<file path="config.mk">
export PLATFORM = sky130hd
export DESIGN_NAME = eth_recv
export DESIGN_NICKNAME = d
export VERILOG_FILES = /design/src/rtl/eth_recv.sv
export SDC_FILE = /design/constraint.sdc
export NUM_CORES = 1
export LEC_CHECK = 0
export BUFFER_PORTS_ARGS = -buffer_cell sky130_fd_sc_hd__buf_2
export CORE_MARGIN = 2
export CORE_UTILIZATION = 45
export CTS_BUF_LIST = sky130_fd_sc_hd__clkbuf_2
export CTS_CLUSTER_SIZE = 30
export DETAILED_ROUTE_END_ITERATION = 8
export PLACE_DENSITY = 0.71
export SLEW_MARGIN = 30
export SYNTH_ARGS = -nofsm -noshare
export SYNTH_HDL_FRONTEND = slang
export SYNTH_SLANG_ARGS = --single-unit
</file>
<file path="constraint.sdc">
create_clock -name clk156 -period 4.2 [get_ports clk156]
set_input_delay 0.84 -clock clk156 [delete_from_list [all_inputs] [get_ports clk156]]
set_output_delay 0.84 -clock clk156 [all_outputs]
set_load 0.02 [all_outputs]
</file>
<file path="src/rtl/eth_recv.sv">
// Test-frame receiver/monitor on a 64-bit MAC RX stream: counters update 1 cycle after tlast, no backpressure (no tready).
// Optional sequence checking (seq latch, rx_seq_err_cnt, rx_last_seq) is enabled by defining ETH_RECV_SEQ_CHECK_EN.
module eth_recv #(
  parameter logic [15:0] ETHERTYPE = 16'h88B5,
  parameter int          CNT_WIDTH = 32
) (
  input  logic                 clk156,
  input  logic                 sys_rst_n,
  input  logic                 s_axis_tvalid,
  input  logic [63:0]          s_axis_tdata,
  input  logic [7:0]           s_axis_tkeep,
  input  logic                 s_axis_tlast,
  input  logic                 s_axis_tuser,
  output logic [CNT_WIDTH-1:0] rx_frame_cnt,
  output logic [47:0]          rx_byte_cnt,
  output logic [CNT_WIDTH-1:0] rx_bad_cnt,
  output logic [CNT_WIDTH-1:0] rx_runt_cnt,
  output logic [CNT_WIDTH-1:0] rx_seq_err_cnt,
  output logic [31:0]          rx_last_seq,
  output logic                 rx_frame_pulse
);

  typedef enum logic [2:0] {S_SYNC, S_B0, S_B1, S_B2, S_BODY} state_t;

  localparam logic [CNT_WIDTH-1:0] CNT_ONE = CNT_WIDTH'(1);

  state_t      state;
  logic [15:0] etype;
  logic [15:0] len_acc;
  logic [3:0]  keep_ones;
  logic [15:0] frame_len;
  logic [48:0] byte_sum;
  logic        is_runt;
  logic        unused_bits;

  function automatic logic [CNT_WIDTH-1:0] sat_inc(input logic [CNT_WIDTH-1:0] v);
    return (&v) ? v : v + CNT_ONE;
  endfunction

  always_comb begin
    keep_ones = 4'd0;
    for (int i = 0; i < 8; i++) keep_ones = keep_ones + {3'b000, s_axis_tkeep[i]};
    frame_len = len_acc + {12'd0, keep_ones};
    byte_sum  = {1'b0, rx_byte_cnt} + {33'd0, frame_len};
    is_runt   = (state == S_B0) || (state == S_B1);
  end

  assign unused_bits = ^s_axis_tdata;

`ifdef ETH_RECV_SEQ_CHECK_EN
  logic [31:0] seq_reg;
  logic [31:0] seq_exp;
  logic [31:0] seq_beat;
  logic [31:0] seq_now;
  logic        first_frame;

  assign seq_beat = {s_axis_tdata[7:0], s_axis_tdata[15:8], s_axis_tdata[23:16], s_axis_tdata[31:24]};
  // A frame ending on the seq beat itself has not latched seq_reg yet
  assign seq_now  = (state == S_B2) ? seq_beat : seq_reg;
`else
  assign rx_seq_err_cnt = '0;
  assign rx_last_seq    = '0;
`endif

  always_ff @(posedge clk156 or negedge sys_rst_n) begin
    if (!sys_rst_n) begin
      state          <= S_SYNC;
      etype          <= '0;
      len_acc        <= '0;
      rx_frame_cnt   <= '0;
      rx_byte_cnt    <= '0;
      rx_bad_cnt     <= '0;
      rx_runt_cnt    <= '0;
      rx_frame_pulse <= 1'b0;
`ifdef ETH_RECV_SEQ_CHECK_EN
      seq_reg        <= '0;
      seq_exp        <= '0;
      first_frame    <= 1'b1;
      rx_seq_err_cnt <= '0;
      rx_last_seq    <= '0;
`endif
    end else begin
      rx_frame_pulse <= 1'b0;
      if (s_axis_tvalid) begin
        if (s_axis_tlast) begin
          state   <= S_B0;
          len_acc <= '0;
          if (state != S_SYNC) begin
            if (!s_axis_tuser) begin
              rx_bad_cnt <= sat_inc(rx_bad_cnt);
            end else begin
              rx_frame_cnt <= sat_inc(rx_frame_cnt);
              rx_byte_cnt  <= byte_sum[48] ? '1 : byte_sum[47:0];
              if (is_runt) begin
                rx_runt_cnt <= sat_inc(rx_runt_cnt);
              end else if (etype == ETHERTYPE) begin
                rx_frame_pulse <= 1'b1;
`ifdef ETH_RECV_SEQ_CHECK_EN
                if (!first_frame && (seq_now != seq_exp))
                  rx_seq_err_cnt <= sat_inc(rx_seq_err_cnt);
                first_frame <= 1'b0;
                seq_exp     <= seq_now + 32'd1;
                rx_last_seq <= seq_now;
`endif
              end
            end
          end
        end else begin
          if (state != S_SYNC) len_acc <= len_acc + 16'd8;
          case (state)
            S_SYNC: state <= S_SYNC;
            S_B0:   state <= S_B1;
            S_B1: begin
              state <= S_B2;
              etype <= {s_axis_tdata[39:32], s_axis_tdata[47:40]};
            end
            S_B2: begin
              state <= S_BODY;
`ifdef ETH_RECV_SEQ_CHECK_EN
              seq_reg <= seq_beat;
`endif
            end
            S_BODY:  state <= S_BODY;
            default: state <= S_SYNC;
          endcase
        end
      end
    end
  end

endmodule
</file>
# --- Yosys cells after proc, flatten, opt, wreduce, memory -nomap -nowiden ---
# Cells that the tools add are included.
# Widths: inputs -> output; s select.
word_totals:
  in_bits: 77
  elab_cells: 55
  out_inout_bits: 209
  reg_bits: 180
classes:
  bitwise: 5
  reduce_logical: 13
  addsub: 13
  muxes: 11
  n_eq_ne: 5
ops:
  columns: ["cell", "n"]
  rows:
  - ["$add 32x1->32 const B", 3]
  - ["$reduce_and 32->1", 3]
  - ["$add 48x16->49", 1]
  - ["$mux 48", 1]
  - ["$mux 16", 2]
  - ["$add 16x4->16", 1]
  - ["$add 16x4->16 const B", 1]
  - ["$add 4x1->4", 4]
  - ["$eq 16x16->1 const B", 1]
  - ["$reduce_and 5->1", 2]
  - ["$pmux 3 s3", 1]
  - ["$eq 3x2->1 const B", 2]
  - ["$mux 1", 6]
  - ["$reduce_and 6->1", 1]
  - ["$not 1->1", 5]
  - ["$add 3x1->4", 1]
  - ["$reduce_and 4->1", 1]
  - ["$add 2x1->3", 1]
  - ["$eq 3x1->1 const B", 1]
  - ["$eq 3x3->1 const B", 1]
  - ["$mux 3", 1]
  - ["$reduce_and 3->1", 1]
  - ["$reduce_bool 3->1", 1]
  - ["$add 1x1->2", 1]
  - ["4 further kinds", 4]

# --- Depth between registers and ports, before layout ---
logic_depth:
  word_depth: 10
  ltp_mapped: 22
  depth_no_buf: 20

# --- Least setup slack after synthesis ---
# OpenSTA, ideal clock, no wires.
synth_timing:
  kind: "input to register"
  startpoint: "input s_axis_tkeep[0]"
  endpoint: "register rx_byte_cnt[44]"
  n_path_buf: 0
  setup_slack_ns: -1.519
  arrival_time_ns: 5.594
  setup_time_ns: 0.125
  cell_stages: 20
  t_required_ns: 4.075
  path_cell_list: "fa_1 -> ha_1 -> inv_1 -> fa_1 -> fa_1 -> fa_1 -> inv_1 -> a21oi_1 -> o21bai_1 -> nand3_1 -> nor2_1 -> xor2_1 -> ha_1 -> nand2_1 -> o21ai_0 -> o31a_1 -> o211ai_2 -> or2_2 -> or4_1 -> mux2_2"
synth_via:
  elab_chain_len: 10
synth_rtl:
  columns: ["item", "line_no", "source"]
  rows:
  - ["start, declared", "11", "input logic [7:0] s_axis_tkeep,"]
  - ["$add 1x1->2", "42", "for (int i = 0; i < 8; i++) keep_ones = keep_ones + {3'b000, s_axis_tkeep[i]};"]
  - ["$add 2x1->3", "42", null]
  - ["$add 3x1->4", "42", null]
  - ["$add 4x1->4 (4 in series)", "42", null]
  - ["$add 16x4->16", "43", "frame_len = len_acc + {12'd0, keep_ones};"]
  - ["$add 48x16->49", "44", "byte_sum = {1'b0, rx_byte_cnt} + {33'd0, frame_len};"]
  - ["$mux 48", "93", "rx_byte_cnt <= byte_sum[48] ? '1 : byte_sum[47:0];"]
  - ["end signal, assigned", "93", null]
  - ["end, declared", "15", "output logic [47:0] rx_byte_cnt,"]
# Every way passes these cells.
# A chain may end at the register's enable or synchronous reset.

# --- Worst setup path after layout ---
layout_timing:
  startpoint: "input s_axis_tkeep[0]"
  endpoint: "register rx_byte_cnt[28]"
# Same word-level chain as after synthesis.

==> results.sh <==
export IMPL_nets=1372
export IMPL_slew_limit_headroom_pct=37.95
export IMPL_clock_latency_ns=0.79
export IMPL_reg2regPathDepth=17
export IMPL_p_clk_share_pct=21.1
export IMPL_grt_pass1_wl_um=38720
export IMPL_core_area_mm2=0.02176
export IMPL_wire_per_inst_um=15.10
export IMPL_synth_warnings=0
export IMPL_cts_buffers=17
export IMPL_synth_seq_cells=177
export IMPL_power_mw=4.465
export IMPL_path_common_cell="buf_6"
export IMPL_cp_required_ns=4.94
export IMPL_rows=54
export IMPL_status="finished with violations"
export IMPL_drive_gt1_share_pct=31.56
export IMPL_end_kind="register"
export IMPL_grt_overflow_total=0
export IMPL_max_stage_delay_ns=0.48
export IMPL_dpl_hpwl_um=16440
export IMPL_p_switching_mw=1.703
export IMPL_sw_frac_of_total_pct=38.15
export IMPL_crit_chain="buf_6, fa_1, ha_1, inv_2, fa_1, fa_2, fa_2, inv_2, a21oi_2, o21bai_2, nand3_4, nor2_2, xor2_1, ha_1, nand2_2, o21ai_2, or3b_4, o211ai_4, or2_4, buf_4, buf_6, buf_6, nor2_4, mux2_4"
export IMPL_multiInputGateArea_mm2=0.005500
export IMPL_cp_max_fo=5
export IMPL_final_cells=1558
export IMPL_pin_count=286
export IMPL_worstSetupPathType="input pin to register"
export IMPL_ir_worst_vdd_mv=0.2774
export IMPL_fp_dieH_um=152.5
export IMPL_sequentialPowerShare_pct=47.4
export IMPL_fin_util_pct=56.33
export IMPL_worstMarginPinSlew_ns=0.9308
export IMPL_final_cell_area_mm2=0.01225
export IMPL_vias=8151
export IMPL_critPathBufInv=6
export IMPL_min_period_ns=4.828
export IMPL_grt_max_degree=110
export IMPL_async_flop_share_pct=100.0
export IMPL_cp_arrival_ns=5.56
export IMPL_cts_tree="built"
export IMPL_syn_area_per_cell_um2=9.812
export IMPL_powerDensity_mw_per_mm2=364.3
export IMPL_htree_levels=4
export IMPL_r2r_start="len_acc[6]"
export IMPL_syn_area_mm2=0.009920
export IMPL_initial_core_util_pct=45.59
export IMPL_antenna_found_initial=1
export IMPL_hold_violations=1
export IMPL_synthFlopType="dfrtp_1"
export IMPL_startpoint_type="input pin"
export IMPL_seq_area_mm2=0.004429
export IMPL_r2r_end="rx_byte_cnt[28]"
export IMPL_setup_tns_ns=-23.17
export IMPL_fin_ws_ns=-0.6276
export IMPL_drc=0
export IMPL_fin_skew_ns=0.07353
export IMPL_via_per_inst=5.232
export IMPL_placed_cell_area_mm2=0.01143
export IMPL_combPwrFrac_pct=31.5
export IMPL_final_cell_mix="dfrtp_1, buf_2, nand2_1"
export IMPL_internal_power_mw=2.761
export IMPL_clk_pin_slew_worst_paths_ns=0.34
export IMPL_synth_edf_count=0
export IMPL_port_buffers=173
export IMPL_period_share_pct=114.9
export IMPL_routabilityCongestion=0.8346
export IMPL_hold_ws_ns=-0.005605
export IMPL_final_common_cell="dfrtp_1"
export IMPL_slew_viol_final=0
export IMPL_synthCells=1011
export IMPL_clockBufferDepth=2
export IMPL_nFillCells=1888
export IMPL_p_leak_nw=6.047
export IMPL_rsz0062_at_grt="yes"
export IMPL_syn_to_final_growth_pct=23.54
export IMPL_cts_root_buf="clkbuf_2"
export IMPL_maxCapViolCount=0
export IMPL_hp_class="input pin to async pin"
export IMPL_cpMaxStageDelayCell="fa_1"
export IMPL_die_area_mm2=0.02325
export IMPL_setup_violations=48
export IMPL_clock_sinks=177
export IMPL_dp_slack_ns=-1.611
export IMPL_grt_total_usage_pct=20.05
export IMPL_violations="hold timing, setup timing"
export IMPL_clock_fmax_ghz=0.2071
export IMPL_dp_cells=1508
export IMPL_grt_pass1_vias=7733
export IMPL_first_iter_violations=379
export IMPL_firstDrtPassIters=4
export IMPL_cpLargestDelayFamily="adder cells"
export IMPL_synth_seq_area_share_pct=44.65
export IMPL_ant_nets=0
export IMPL_reg2reg_slack_ns=0.56
export IMPL_yosysUniqueCellTypes=63
export IMPL_cts_hold_buf=0
export IMPL_die_x_um=152.5
export IMPL_drt_total_wl_um=23520
logic make-up (layout without fill, tap and decap cells):
logic type | count (synthesis) | count (layout) | share of synthesized area (%)
fa+ha+maj | 31 | 31 | 4.289
flops | 177 | 177 | 44.65
simple gates | 394 | 395 | 20.76
xor+xnor | 132 | 132 | 11.65
other cells | 1 | 67 | 0.03780
buf+inv | 121 | 321 | 7.139
mux | 30 | 30 | 3.406
compound gates | 125 | 125 | 8.060
cells in the mapped netlist (2+ instances only):
| library cell | number | area (um2) |
|---|---|---|
| nor3_1 | 19 | 95.09 |
| buf_2 | 6 | 30.03 |
| nor4b_1 | 2 | 17.52 |
| nor2_1 | 55 | 206.5 |
| nand3b_1 | 2 | 15.01 |
| a21oi_1 | 41 | 205.2 |
| nor4_1 | 6 | 37.54 |
| a221oi_1 | 2 | 17.52 |
| xor2_1 | 38 | 332.8 |
| o22ai_1 | 3 | 18.77 |
| nand3_1 | 56 | 280.3 |
| fa_1 | 5 | 100.1 |
| nor2b_1 | 2 | 12.51 |
| mux2_2 | 30 | 337.8 |
| clkbuf_2 | 2 | 10.01 |
| o21ai_0 | 28 | 140.1 |
| nand2b_1 | 2 | 12.51 |
| xnor2_1 | 94 | 823.3 |
| or4_1 | 4 | 30.03 |
| or3_1 | 7 | 43.79 |
| inv_1 | 31 | 116.4 |
| o31a_1 | 3 | 26.28 |
| buf_4 | 65 | 488.0 |
| and2_1 | 8 | 50.05 |
| and4_1 | 20 | 175.2 |
| nor4bb_1 | 2 | 20.02 |
| or2_2 | 3 | 18.77 |
| clkbuf_1 | 17 | 63.81 |
| ha_1 | 26 | 325.3 |
| o21bai_1 | 3 | 22.52 |
| dfrtp_1 | 177 | 4429 |
| o21a_1 | 5 | 37.54 |
| nand4_1 | 57 | 356.6 |
| a21o_1 | 7 | 52.55 |
| and3_1 | 29 | 181.4 |
| o31ai_1 | 2 | 15.01 |
| a31oi_1 | 12 | 75.07 |
| or2_4 | 2 | 17.52 |
| nand2_1 | 111 | 416.7 |
| o211ai_1 | 4 | 30.03 |
worst reg2reg max path, cell delays in order, from the launching register on:
cell      delay [ns]
dfrtp_1         0.58
and3_1          0.25
and3_1          0.29
and4_1          0.27
nand3_2         0.10
xnor2_2         0.16
ha_4            0.30
buf_6           0.09
nand2_2         0.05
o211ai_1        0.17
o31a_1          0.23
o211ai_4        0.11
or2_4           0.25
buf_4           0.14
buf_6           0.10
buf_6           0.12
nor2_4          0.09
mux2_4          0.30
final cells by class:
| cell class | count | share of cell area, % |
|---|---|---|
| Antenna cell | 1 | 0.02042 |
| Clock buffer | 18 | 0.7351 |
| Clock inverter | 14 | 1.440 |
| Inverter | 31 | 0.9496 |
| Multi-Input combinational cell | 779 | 44.88 |
| Sequential cell | 177 | 36.14 |
| Tap cell | 280 | 2.859 |
| Timing Repair Buffer | 258 | 12.97 |
state kept, by name (all words and copies together) (netlist names):
register and cells:
rx_runt_cnt 32, state 3, rx_frame_cnt 32, rx_frame_pulse 1, etype 16, len_acc 13, rx_bad_cnt 32, rx_byte_cnt 48
what timing repair did:
item | in CTS | in global routing
cloned | 1 | 0
setup endpoints to repair | 48 | 48
pin swaps | 28 | 8
resized for setup | 65 | 27
setup buffers | 18 | 4
power groups by stage:
stage | sequential [mW] | combinational, mW | clock [mW]
after floorplan | 2.22 | 0.783 | 0
after global placement | 2.13 | 1.27 | 0
after detailed placement | 2.14 | 1.30 | 0
after CTS | 2.11 | 1.37 | 0.989
after global routing | 2.15 | 1.54 | 1.05
final | 2.11 | 1.41 | 0.944
worst max path at each step:
stage,from,endpoint,slack (ns),cells past startpoint
3_5_place_dp,s_axis_tkeep[0],rx_byte_cnt[44],-1.61,21
6_report,s_axis_tkeep[0],rx_byte_cnt[28],-0.63,24
2_1_floorplan,s_axis_tkeep[0],rx_byte_cnt[44],-1.31,20
4_1_cts,s_axis_tkeep[0],rx_byte_cnt[44],-0.49,21
3_3_place_gp,s_axis_tkeep[0],rx_byte_cnt[36],-1.46,23
5_1_grt,s_axis_tkeep[0],rx_byte_cnt[28],-0.69,24
metal layers:
layer / vias to the layer above / track usage [%] / wire length, um
li1: 3942 / - / -
met1: 3956 / 26.90 / 10520
met2: 228 / 32.02 / 11130
met3: 25 / 5.347 / 1455
met4: 0 / 6.173 / 412
met5: - / 0 / 0
Power figures use the tool's default switching activity.
